`src/rtl/bin2bcd_seq_pkg.sv`:
```
// Shared definitions for the sequential binary-to-BCD converter:
// FSM state encoding, BCD digit width and the minimum-digit-count helper.
package bin2bcd_seq_pkg;

   localparam int unsigned BCD_DIGIT_W = 4;

   typedef enum logic [1:0] {
      ST_IDLE  = 2'd0,
      ST_SHIFT = 2'd1,
      ST_DONE  = 2'd2
   } state_t;

   // ceil(bin_w * log10(2)) using a fixed-point approximation of log10(2).
   function automatic int unsigned min_digits(input int unsigned bin_w);
      return (bin_w * 30103 + 99999) / 100000;
   endfunction

endpackage

```
`src/rtl/bin2bcd_seq_add3.sv`:
```
// Combinational double-dabble digit corrector: adds 3 to any digit >= 5
// so the following left shift carries correctly into the next decade.
module bin2bcd_add3
   import bin2bcd_seq_pkg::*;
(
   input  logic [BCD_DIGIT_W-1:0] x,
   output logic [BCD_DIGIT_W-1:0] y
);

   assign y = (x >= 4'd5) ? (x + 4'd3) : x;

endmodule

```
`src/rtl/bin2bcd_seq.sv`:
```
// Sequential binary-to-BCD converter, one binary bit per clock, with
// valid/ready handshakes on input and output.
module bin2bcd_seq
   import bin2bcd_seq_pkg::*;
#(
   parameter int unsigned BIN_W  = 8,
   parameter int unsigned DIGITS = 3
) (
   input  logic                          clk,
   input  logic                          rst,
   input  logic                          in_valid,
   output logic                          in_ready,
   input  logic [BIN_W-1:0]              bin_in,
   output logic                          out_valid,
   input  logic                          out_ready,
   output logic [BCD_DIGIT_W*DIGITS-1:0] bcd_out,
   output logic                          busy
);

   localparam int unsigned BCD_W = BCD_DIGIT_W * DIGITS;
   localparam int unsigned CNT_W = $clog2(BIN_W + 1);

   generate
      if (DIGITS < min_digits(BIN_W)) begin : g_digits_check
         $fatal(1, "bin2bcd_seq: DIGITS too small for BIN_W");
      end
   endgenerate

   state_t             state_q;
   state_t             state_d;
   logic [BIN_W-1:0]   bin_sr;
   logic [BCD_W-1:0]   bcd_acc;
   logic [BCD_W-1:0]   bcd_corr;
   logic [BCD_W-1:0]   bcd_next;
   logic [BCD_W-1:0]   bcd_q;
   logic [CNT_W-1:0]   cnt;
   logic               accept;
   logic               last_shift;

   generate
      for (genvar k = 0; k < DIGITS; k++) begin : g_add3
         bin2bcd_add3 u_add3 (
            .x (bcd_acc [k*BCD_DIGIT_W +: BCD_DIGIT_W]),
            .y (bcd_corr[k*BCD_DIGIT_W +: BCD_DIGIT_W])
         );
      end
   endgenerate

   // Correct first, then shift: the binary MSB enters digit 0 LSB.
   assign bcd_next   = {bcd_corr[BCD_W-2:0], bin_sr[BIN_W-1]};
   assign in_ready   = (state_q == ST_IDLE) && !rst;
   assign accept     = in_valid && in_ready;
   assign last_shift = (cnt == CNT_W'(1));
   assign out_valid  = (state_q == ST_DONE);
   assign busy       = (state_q != ST_IDLE);
   assign bcd_out    = bcd_q;

   always_ff @(posedge clk) begin
      if (rst) state_q <= ST_IDLE;
      else     state_q <= state_d;
   end

   always_comb begin
      state_d = state_q;
      case (state_q)
         ST_IDLE:  if (accept)     state_d = ST_SHIFT;
         ST_SHIFT: if (last_shift) state_d = ST_DONE;
         ST_DONE:  if (out_ready)  state_d = ST_IDLE;
         default:                  state_d = ST_IDLE;
      endcase
   end

   // The output register loads only on the final shift, so partial sums never show.
   always_ff @(posedge clk) begin
      if (rst) begin
         bin_sr  <= '0;
         bcd_acc <= '0;
         cnt     <= '0;
         bcd_q   <= '0;
      end else begin
         case (state_q)
            ST_IDLE: begin
               if (accept) begin
                  bin_sr  <= bin_in;
                  bcd_acc <= '0;
                  cnt     <= CNT_W'(BIN_W);
               end
            end
            ST_SHIFT: begin
               bcd_acc <= bcd_next;
               bin_sr  <= bin_sr << 1;
               cnt     <= cnt - CNT_W'(1);
               if (last_shift) bcd_q <= bcd_next;
            end
            default: ;
         endcase
      end
   end

endmodule

```
`config.mk`:
```
export PLATFORM = sky130hd
export DESIGN_NAME = bin2bcd_seq
export DESIGN_NICKNAME = d
export VERILOG_FILES = /design/src/rtl/bin2bcd_seq_pkg.sv /design/src/rtl/bin2bcd_seq_add3.sv /design/src/rtl/bin2bcd_seq.sv
export SDC_FILE = /design/constraint.sdc
export NUM_CORES = 1
export LEC_CHECK = 0
export BUFFER_PORTS_ARGS = -buffer_cell sky130_fd_sc_hd__buf_2
export CORE_UTILIZATION = 46
export CTS_CLUSTER_SIZE = 40
export DETAILED_ROUTE_END_ITERATION = 7
export PLACE_DENSITY = 0.69
export SLEW_MARGIN = 25
export SYNTH_ARGS = -nofsm -noshare
export SYNTH_HDL_FRONTEND = slang
export SYNTH_HIERARCHICAL = 1
export SYNTH_SLANG_ARGS = --single-unit
```
`constraint.sdc`:
```
create_clock -name clk -period 2.9 [get_ports clk]
set_clock_uncertainty 0.15 [all_clocks]
set_input_delay 0.145 -clock clk [delete_from_list [all_inputs] [get_ports clk]]
set_output_delay 0.145 -clock clk [all_outputs]
set_load 0.01 [all_outputs]
```
==> flow_summary.yaml, run 1 <==
sta:
  drv_slew: 0
  hold_violations: 0
  grt_setup_unrepaired: "false"
  layout_min_cycle_time_ns: 1.96
  setup_viol: 0
  fmax_mhz: 511
  slew_headroom: 0.465
  fin_ws_ns: 0.943
  fin_crit_sh: 0.675
  holdWs_ns: 0.0567
  worst_pin_slew_ns: 0.800
  timing.setup.tns_ns: 0
clock_network:
  cts_buffers: 5
  post_cts_buffers: 0
  cts_sinks: 38
  cts-root-buf: "clkbuf_8"
  cts_hold_buf: 7
  ctsResizeCount: 0
  h-tree-depth: 2
  cts_buffer_depth: 2
  cts_tree: "done"
  path_clk_slew_ns: 0.07
  insertion_delay_ns: 0.28
layout:
  stdcell_count: 298
  fin_area_mm2: 0.00220
  antenna-diode-count: 0
  fin_util: 0.547
  layout-drive-gt1-share: 0.169
  nets: 267
  syn_to_final_growth_pct: 13.9
  fillerInstances: 402
status:
  outcome: "completed"
die:
  die_area_mm2: 0.00447
  row_count: 23
  core_area_mm2: 0.00403
  die_y_um: 66.9
  die_width_um: 66.9
  start_util: 0.480
  pin_count: 27
critical_path:
  critPathMaxFanout: 13
  crit_start: "cnt[0]$_SDFFE_PP0P_"
  cp-start-kind: "flop"
  crit_path_end_kind: "flop"
  crit_type: "reg2reg"
  critPathRequiredTime_ns: 2.96
  cp.arrival_ns: 2.02
  r2r_start: "cnt[0]$_SDFFE_PP0P_"
hold_path:
  hold_path_class: "in2reg"
  min-delay-start: "out_ready"
power_and_ir_drop:
  powerDensity_mw_per_mm2: 479
  p_total_mw: 1.06
  ir_worst_vdd_v: 0.000248
  leakagePower_nw: 0.898
place:
  dp_cells: 283
  dp_hpwl_um: 2220
  pre_cts_ws_ns: 0.964
  place_area_mm2: 0.00204
  gp_congestion: 0.768
  port_buffers: 26
run:
  maxCapViolations: 0
drt:
  wirelength_um: 3320
  dr.first_iter.drc_count: 64
  vias: 1473
  avgViaCountPerCell: 4.94
  antenna_left: 0
  drc_errors: 0
  wire_per_inst_um: 11.1
  drt_first_pass_iters: 4
logic_synthesis:
  yosys_warnings: 6
  avgSynthCellArea_um2: 8.80
  syn_inst: 220
  synth_area_mm2: 0.00194
  synth_nets: 240
global_route:
  grtUsageTotal: 0.169
  grt_pass1_vias: 1249
  grt_pass1_wl_um: 5690
  antenna_found_initial: 0
  grt_max_degree: 53
  gr-total-overflow: 0
-- power breakdown --
part	leakage, nW	internal, mW	switching, mW
clock	0.0482	0.192	0.177
sequential	0.309	0.542	0.0184
combinational	0.541	0.0612	0.0671
total	0.898	0.794	0.262
-- cell type report --
type | count | area [um2] | area share
multi-input cells | 158 | 1040 | 0.472
flip-flops and latches | 38 | 761 | 0.345
repair buffers | 35 | 215 | 0.0976
clock buffers | 7 | 86.3 | 0.0392
well taps | 50 | 62.6 | 0.0284
inverters | 9 | 33.8 | 0.0153
clock inverters | 1 | 5.00 | 0.00227
-- state kept, by name, summed over array words and instances (netlist names) --
register	cells
bcd_acc	12
cnt	4
bin_sr	8
bcd_out	12
state_q	2
-- per-layer routing --
metal  vias up  track usage  part of all wire
li1        784            -                 -
met1       658        0.225              0.51
met2        26        0.258              0.45
met3         5       0.0411             0.033
met4         0       0.0718             0.014
met5         -            0                 0
-- placed cells by master (no fill, tap or decap), types with 7 or more instances in the layout --
| cell type | n |
|---|---|
| nand2_1 | 22 |
| ha_1 | 8 |
| nor2_1 | 27 |
| a211oi_1 | 8 |
| mux2i_1 | 16 |
| dlygate4sd3_1 | 7 |
| nand2b_1 | 30 |
| dfxtp_1 | 38 |
| a22oi_1 | 12 |
| inv_1 | 9 |
| buf_2 | 26 |
-- worst max-delay path: stages (launching register included) --
cell      delay (ns)
dfxtp_1         0.40
ha_1            0.17
nor4bb_4        0.28
and2b_1         0.62
mux2i_1         0.27
-- path summary, 6_finish.rpt --
path / to / cells after the start / slack (ns)
min: state_q[1]$_SDFFE_PP0P_ / 3 / 0.06
max: bcd_out[0]$_SDFFE_PP0P_ / 4 / 0.94
min reg2reg: bcd_out[6]$_SDFFE_PP0P_ / 2 / 0.32
max reg2reg: bcd_out[0]$_SDFFE_PP0P_ / 4 / 0.94
(Power assumes the default switching activity.)
==> inputs of run 2 (changes only) <==
- clock period: 2.9 -> 1.9 ns (I/O delays scaled with it)
==> run 2 against run 1 <==
Compared with the run above:
- cell area up 5.4%
- worst setup slack worse by 0.71 ns
- core utilization rose by 3.0 points
- sequential cell count did not move
- clock-buffer cell count shrank 1
- combinational power rose by 66%
- global-route usage down 0.078 points
- largest power group is now clock
- clock power increased by 130%
- non-clock buffer count rose by 5
- die area did not move
- routed wire length increased by 4.9%
- via count rose by 4.7%
- critical path type unchanged
==> flow_summary.yaml, run 2 (synthesized netlist as in run 1, its figures left out) <==
drt:
  wire_per_inst_um: 11.5
  wirelength_um: 3480
  drt_first_pass_iters: 4
  avgViaCountPerCell: 5.09
  drc_errors: 0
  vias: 1542
  dr.first_iter.drc_count: 97
  antenna_left: 0
critical_path:
  crit_buf_inv: 1
  crit_family: "multiplexers"
  critPathMaxFanout: 3
  slowest_stage: "dfxtp_1"
  max_stage_delay_ns: 0.35
  cp-start-kind: "flop"
  cp.arrival_ns: 1.75
  critPathRequiredTime_ns: 1.98
  crit_path_end_kind: "flop"
  path_cells: "inv_1, ha_1, nand2b_1, a21oi_2, mux2i_1, nand2b_1, mux2i_1"
  crit_type: "reg2reg"
die:
  row_count: 23
  die_width_um: 66.9
  core_area_mm2: 0.00403
  die_y_um: 66.9
  die_area_mm2: 0.00447
  start_util: 0.480
  pin_count: 27
sta:
  fin_crit_sh: 0.878
  hold_violations: 0
  grt_setup_unrepaired: "false"
  fmax_mhz: 599
  drv_slew: 0
  layout_min_cycle_time_ns: 1.67
  slew_headroom: 0.786
  timing.setup.tns_ns: 0
  worst_pin_slew_ns: 0.321
  setup_viol: 0
clock_network:
  cts_sinks: 38
  cts_tree: "done"
  cts-root-buf: "clkbuf_8"
  h-tree-depth: 2
  post_cts_buffers: 0
  cts_buffer_depth: 2
  path_clk_slew_ns: 0.08
  cts_buffers: 5
  insertion_delay_ns: 0.30
global_route:
  grt_pass1_wl_um: 5610
  antenna_found_initial: 0
  gr-total-overflow: 0
  grt_pass1_vias: 1304
  grtUsageTotal: 0.168
  grt_max_degree: 53
layout:
  final_cell_mix: "38 x dfxtp_1, 30 x nand2b_1, 27 x nor2_1, 26 x buf_2, 22 x nand2_1"
  fin_area_mm2: 0.00232
  regArea_um2: 761
  layout-drive-gt1-share: 0.182
  nets: 272
  syn_to_final_growth_pct: 20.0
  layout_commonest_cell: "dfxtp_1"
  multi_input_area_mm2: 0.00104
  fillerInstances: 373
  antenna-diode-count: 0
power_and_ir_drop:
  powerDensity_mw_per_mm2: 829
  leakagePower_nw: 0.952
  ir_worst_vdd_v: 0.000468
place:
  dp_hpwl_um: 2240
  place_area_mm2: 0.00209
  gp_congestion: 0.785
  port_buffers: 26
run:
  maxCapViolations: 0
status:
  outcome: "completed"
hold_path:
  hold_path_class: "in2reg"
==> run 2: what timing repair did <==
action | in CTS | in global routing
endpoints found under the hold margin | 9 | 0
gates resized for setup | 0 | 0
hold buffers | 9 | 0
==> run 2: power by group <==
part	internal, mW	total [mW]	leakage (nW)	switching [mW]
registers	0.826	0.855	0.309	0.0287
clock network	0.560	0.861	0.0714	0.300
logic	0.105	0.212	0.572	0.106
==> run 2: area by class of cell <==
type / count / share of cell area
clock buffers: 6 / 0.0355
inverters: 9 / 0.0145
multi-input cells: 158 / 0.448
repair buffers: 40 / 0.122
well taps: 50 / 0.0269
flip-flops and latches: 38 / 0.327
clock inverters: 2 / 0.0258
==> run 2: through the flow <==
step                total power [mW]   util  hold slack, ns  std cells  worst slack (ns)
CTS                             1.94  0.577          0.0171        303             0.225
detailed placement              1.07  0.519           0.194        286             0.269
finish                          1.93  0.577          0.0261        303             0.232
global route                    2.00  0.577          0.0299        303            0.0718
floorplan                       1.02      -          0.0860        220             0.343
global placement                1.07  0.519           0.193        286             0.276
==> run 2: worst min-delay path, stage by stage <==
cell       delay [ns]
buf_2            0.10
nand2_1          0.04
o22ai_1          0.07
o2bb2ai_1        0.11
==> run 2: layer usage <==
layer / vias to the layer above / share of wire / track usage
met5: - / 0 / 0
met4: 0 / 0.016 / 0.0798
met3: 7 / 0.052 / 0.0428
met2: 41 / 0.45 / 0.268
met1: 697 / 0.49 / 0.210
li1: 797 / - / -
==> run 2: final timing paths <==
check	to	depth (start not counted)	start	slack, ns
max reg2reg	bcd_out[6]$_SDFFE_PP0P_	7	bcd_acc[5]$_SDFFE_PP0P_	0.23
max	bcd_out[6]$_SDFFE_PP0P_	7	bcd_acc[5]$_SDFFE_PP0P_	0.23
min	bin_sr[0]$_SDFFE_PP0P_	4	bin_in[0]	0.03
min reg2reg	bcd_out[11]$_SDFFE_PP0P_	2	bcd_out[11]$_SDFFE_PP0P_	0.32
==> inputs of run 3 (changes only) <==
- clock period: 1.9 -> 1.6 ns (I/O delays scaled with it)
==> run 3 against run 2 <==
Compared with the run above:
- sequential cell count did not move
- global-route usage rose by 1.4 points
- critical path type unchanged
- maximum frequency rose by 6.5%
- largest power group is now sequential cells
- critical endpoint is now bcd_out[7]$_SDFFE_PP0P_
- sequential power rose by 19%
- clock power fell by 7.7%
==> flow_summary.yaml, run 3 (synthesized netlist as in run 1, its figures left out) <==
drt:
  antenna_left: 0
  wirelength_um: 3910
  avgViaCountPerCell: 5.10
  wire_per_inst_um: 12.5
  dr.first_iter.drc_count: 94
  vias: 1601
  drc_errors: 0
  drt_first_pass_iters: 4
sta:
  holdWs_ns: 0.320
  worst_pin_slew_ns: 0.263
  fmax_mhz: 638
  setup_viol: 0
  hold_violations: 0
  fin_crit_sh: 0.979
  drv_slew: 0
  layout_min_cycle_time_ns: 1.57
  grt_setup_unrepaired: "true"
  slew_headroom: 0.824
critical_path:
  critPathMaxFanout: 8
  r2r_start: "state_q[0]$_SDFFE_PP0P_"
  crit_family: "simple AND/OR/NAND/NOR gates"
  worst-r2r-cell-count: 4
  max_stage_delay_ns: 0.41
  cp-start-kind: "flop"
  path_cells: "nor4bb_4, and2b_2, clkbuf_16, mux2i_1"
  cp.arrival_ns: 1.64
  crit_type: "reg2reg"
  crit_path_end_kind: "flop"
  reg2reg_to: "bcd_out[7]$_SDFFE_PP0P_"
  regToRegSetupSlack_ns: 0.03
  critPathRequiredTime_ns: 1.67
  slowest_stage: "dfxtp_2"
  crit_buf_inv: 1
global_route:
  grt_max_degree: 33
  grt_pass1_wl_um: 6010
  antenna_found_initial: 0
  gr-total-overflow: 0
  grtUsageTotal: 0.183
  grt_pass1_vias: 1454
hold_path:
  hold_path_class: "reg2reg"
  holdPathEnd: "bcd_out[11]$_SDFFE_PP0P_"
  min-delay-start: "bcd_out[11]$_SDFFE_PP0P_"
  holdPathStages: 2
layout:
  nets: 283
  syn_to_final_growth_pct: 32.8
  layout-drive-gt1-share: 0.311
  layout_commonest_cell: "dfxtp_1"
  antenna-diode-count: 0
  final_cell_mix: "29 x dfxtp_1, 27 x nor2_1, 27 x nand2b_1, 25 x buf_2, 22 x nand2_1"
power_and_ir_drop:
  powerDensity_mw_per_mm2: 822
  ir_worst_vdd_v: 0.000457
  p_total_mw: 2.11
  leakagePower_nw: 1.02
die:
  pin_count: 27
  die_width_um: 66.9
  core_area_mm2: 0.00403
  die_area_mm2: 0.00447
  start_util: 0.480
  row_count: 23
  die_y_um: 66.9
clock_network:
  path_clk_slew_ns: 0.08
  h-tree-depth: 2
  insertion_delay_ns: 0.29
  cts_sinks: 38
  cts-root-buf: "clkbuf_8"
  cts_buffer_depth: 2
  cts_buffers: 5
  cts_tree: "done"
place:
  gp_congestion: 0.754
  dp_hpwl_um: 2290
  port_buffers: 26
status:
  outcome: "completed"
run:
  maxCapViolations: 0
[run 3: cell count changes in the layout (fill, tap and decap cells not counted), moves of 3 or more]
cell,before,now
inv_2,0,3
nand2b_4,0,3
buf_4,3,9
dfxtp_2,0,8
a21oi_4,0,3
ha_1,8,2
inv_1,9,4
dfxtp_1,38,29
a21oi_2,3,0
nand2b_1,30,27
ha_4,0,5
[run 3: through the flow]
| step | cells | setup WS, ns | instance area [um2] | utilization | setup TNS [ns] |
|---|---|---|---|---|---|
| 2_1_floorplan | 220 | 0.0425 | 1940 | - | 0 |
| 3_3_place_gp | 290 | -0.00275 | 2130 | 0.530 | -0.00275 |
| 3_5_place_dp | 290 | -0.0413 | 2130 | 0.530 | -0.0799 |
| 4_1_cts | 309 | 0.0103 | 2370 | 0.589 | 0 |
| 5_1_grt | 314 | -0.0672 | 2570 | 0.638 | -0.528 |
| 6_report | 314 | 0.0334 | 2570 | 0.638 | 0 |
[run 3: worst min-delay path: stages (launching register included)]
cell	delay, ns
dfxtp_1	0.31
nand2b_1	0.06
mux2i_1	0.05
[run 3: how the worst max path moves through the flow]
stage                                     to  depth (start not counted)  slack, ns                     from
floorplan           bcd_out[10]$_SDFFE_PP0P_                          6       0.04      cnt[0]$_SDFFE_PP0P_
global placement     bcd_out[6]$_SDFFE_PP0P_                          7     -0.003  bcd_acc[5]$_SDFFE_PP0P_
detailed placement   bcd_out[6]$_SDFFE_PP0P_                          7      -0.04  bcd_acc[5]$_SDFFE_PP0P_
CTS                  bcd_acc[6]$_SDFFE_PP0P_                          7       0.01  bcd_acc[5]$_SDFFE_PP0P_
global route         bcd_out[7]$_SDFFE_PP0P_                          4      -0.07  state_q[0]$_SDFFE_PP0P_
finish               bcd_out[7]$_SDFFE_PP0P_                          4       0.03  state_q[0]$_SDFFE_PP0P_
[run 3: report_power, final]
group | internal [mW] | total (mW) | switching [mW]
sequential | 0.982 | 1.02 | 0.0346
combinational | 0.159 | 0.303 | 0.143
clock | 0.459 | 0.795 | 0.336
[run 3: routing by layer]
metal,part of all wire,vias up,global-route usage
met5,0,-,0
met4,0.012,0,0.104
met1,0.47,746,0.203
li1,-,824,-
met3,0.027,4,0.0360
met2,0.49,27,0.321
[run 3: timing repair]
| action | CTS | global route |
|---|---|---|
| buffers inserted | 0 | 4 |
| endpoints found under the hold margin | 13 | 0 |
| gates resized for setup | 5 | 36 |
| endpoints found under the setup margin | 4 | 19 |
| hold buffers | 11 | 0 |
| pin swaps | 2 | 5 |
| gates cloned | 0 | 1 |
[run 3: final cells by class]
cell class                 count  area (um2)
multi-input combinational    158        1180
tap                           50        62.6
timing repair buffer          51         407
fill                         358        1460
sequential                    38         774
clock inverter                 3        40.0
inverter                       9        38.8
clock buffer                   5        68.8
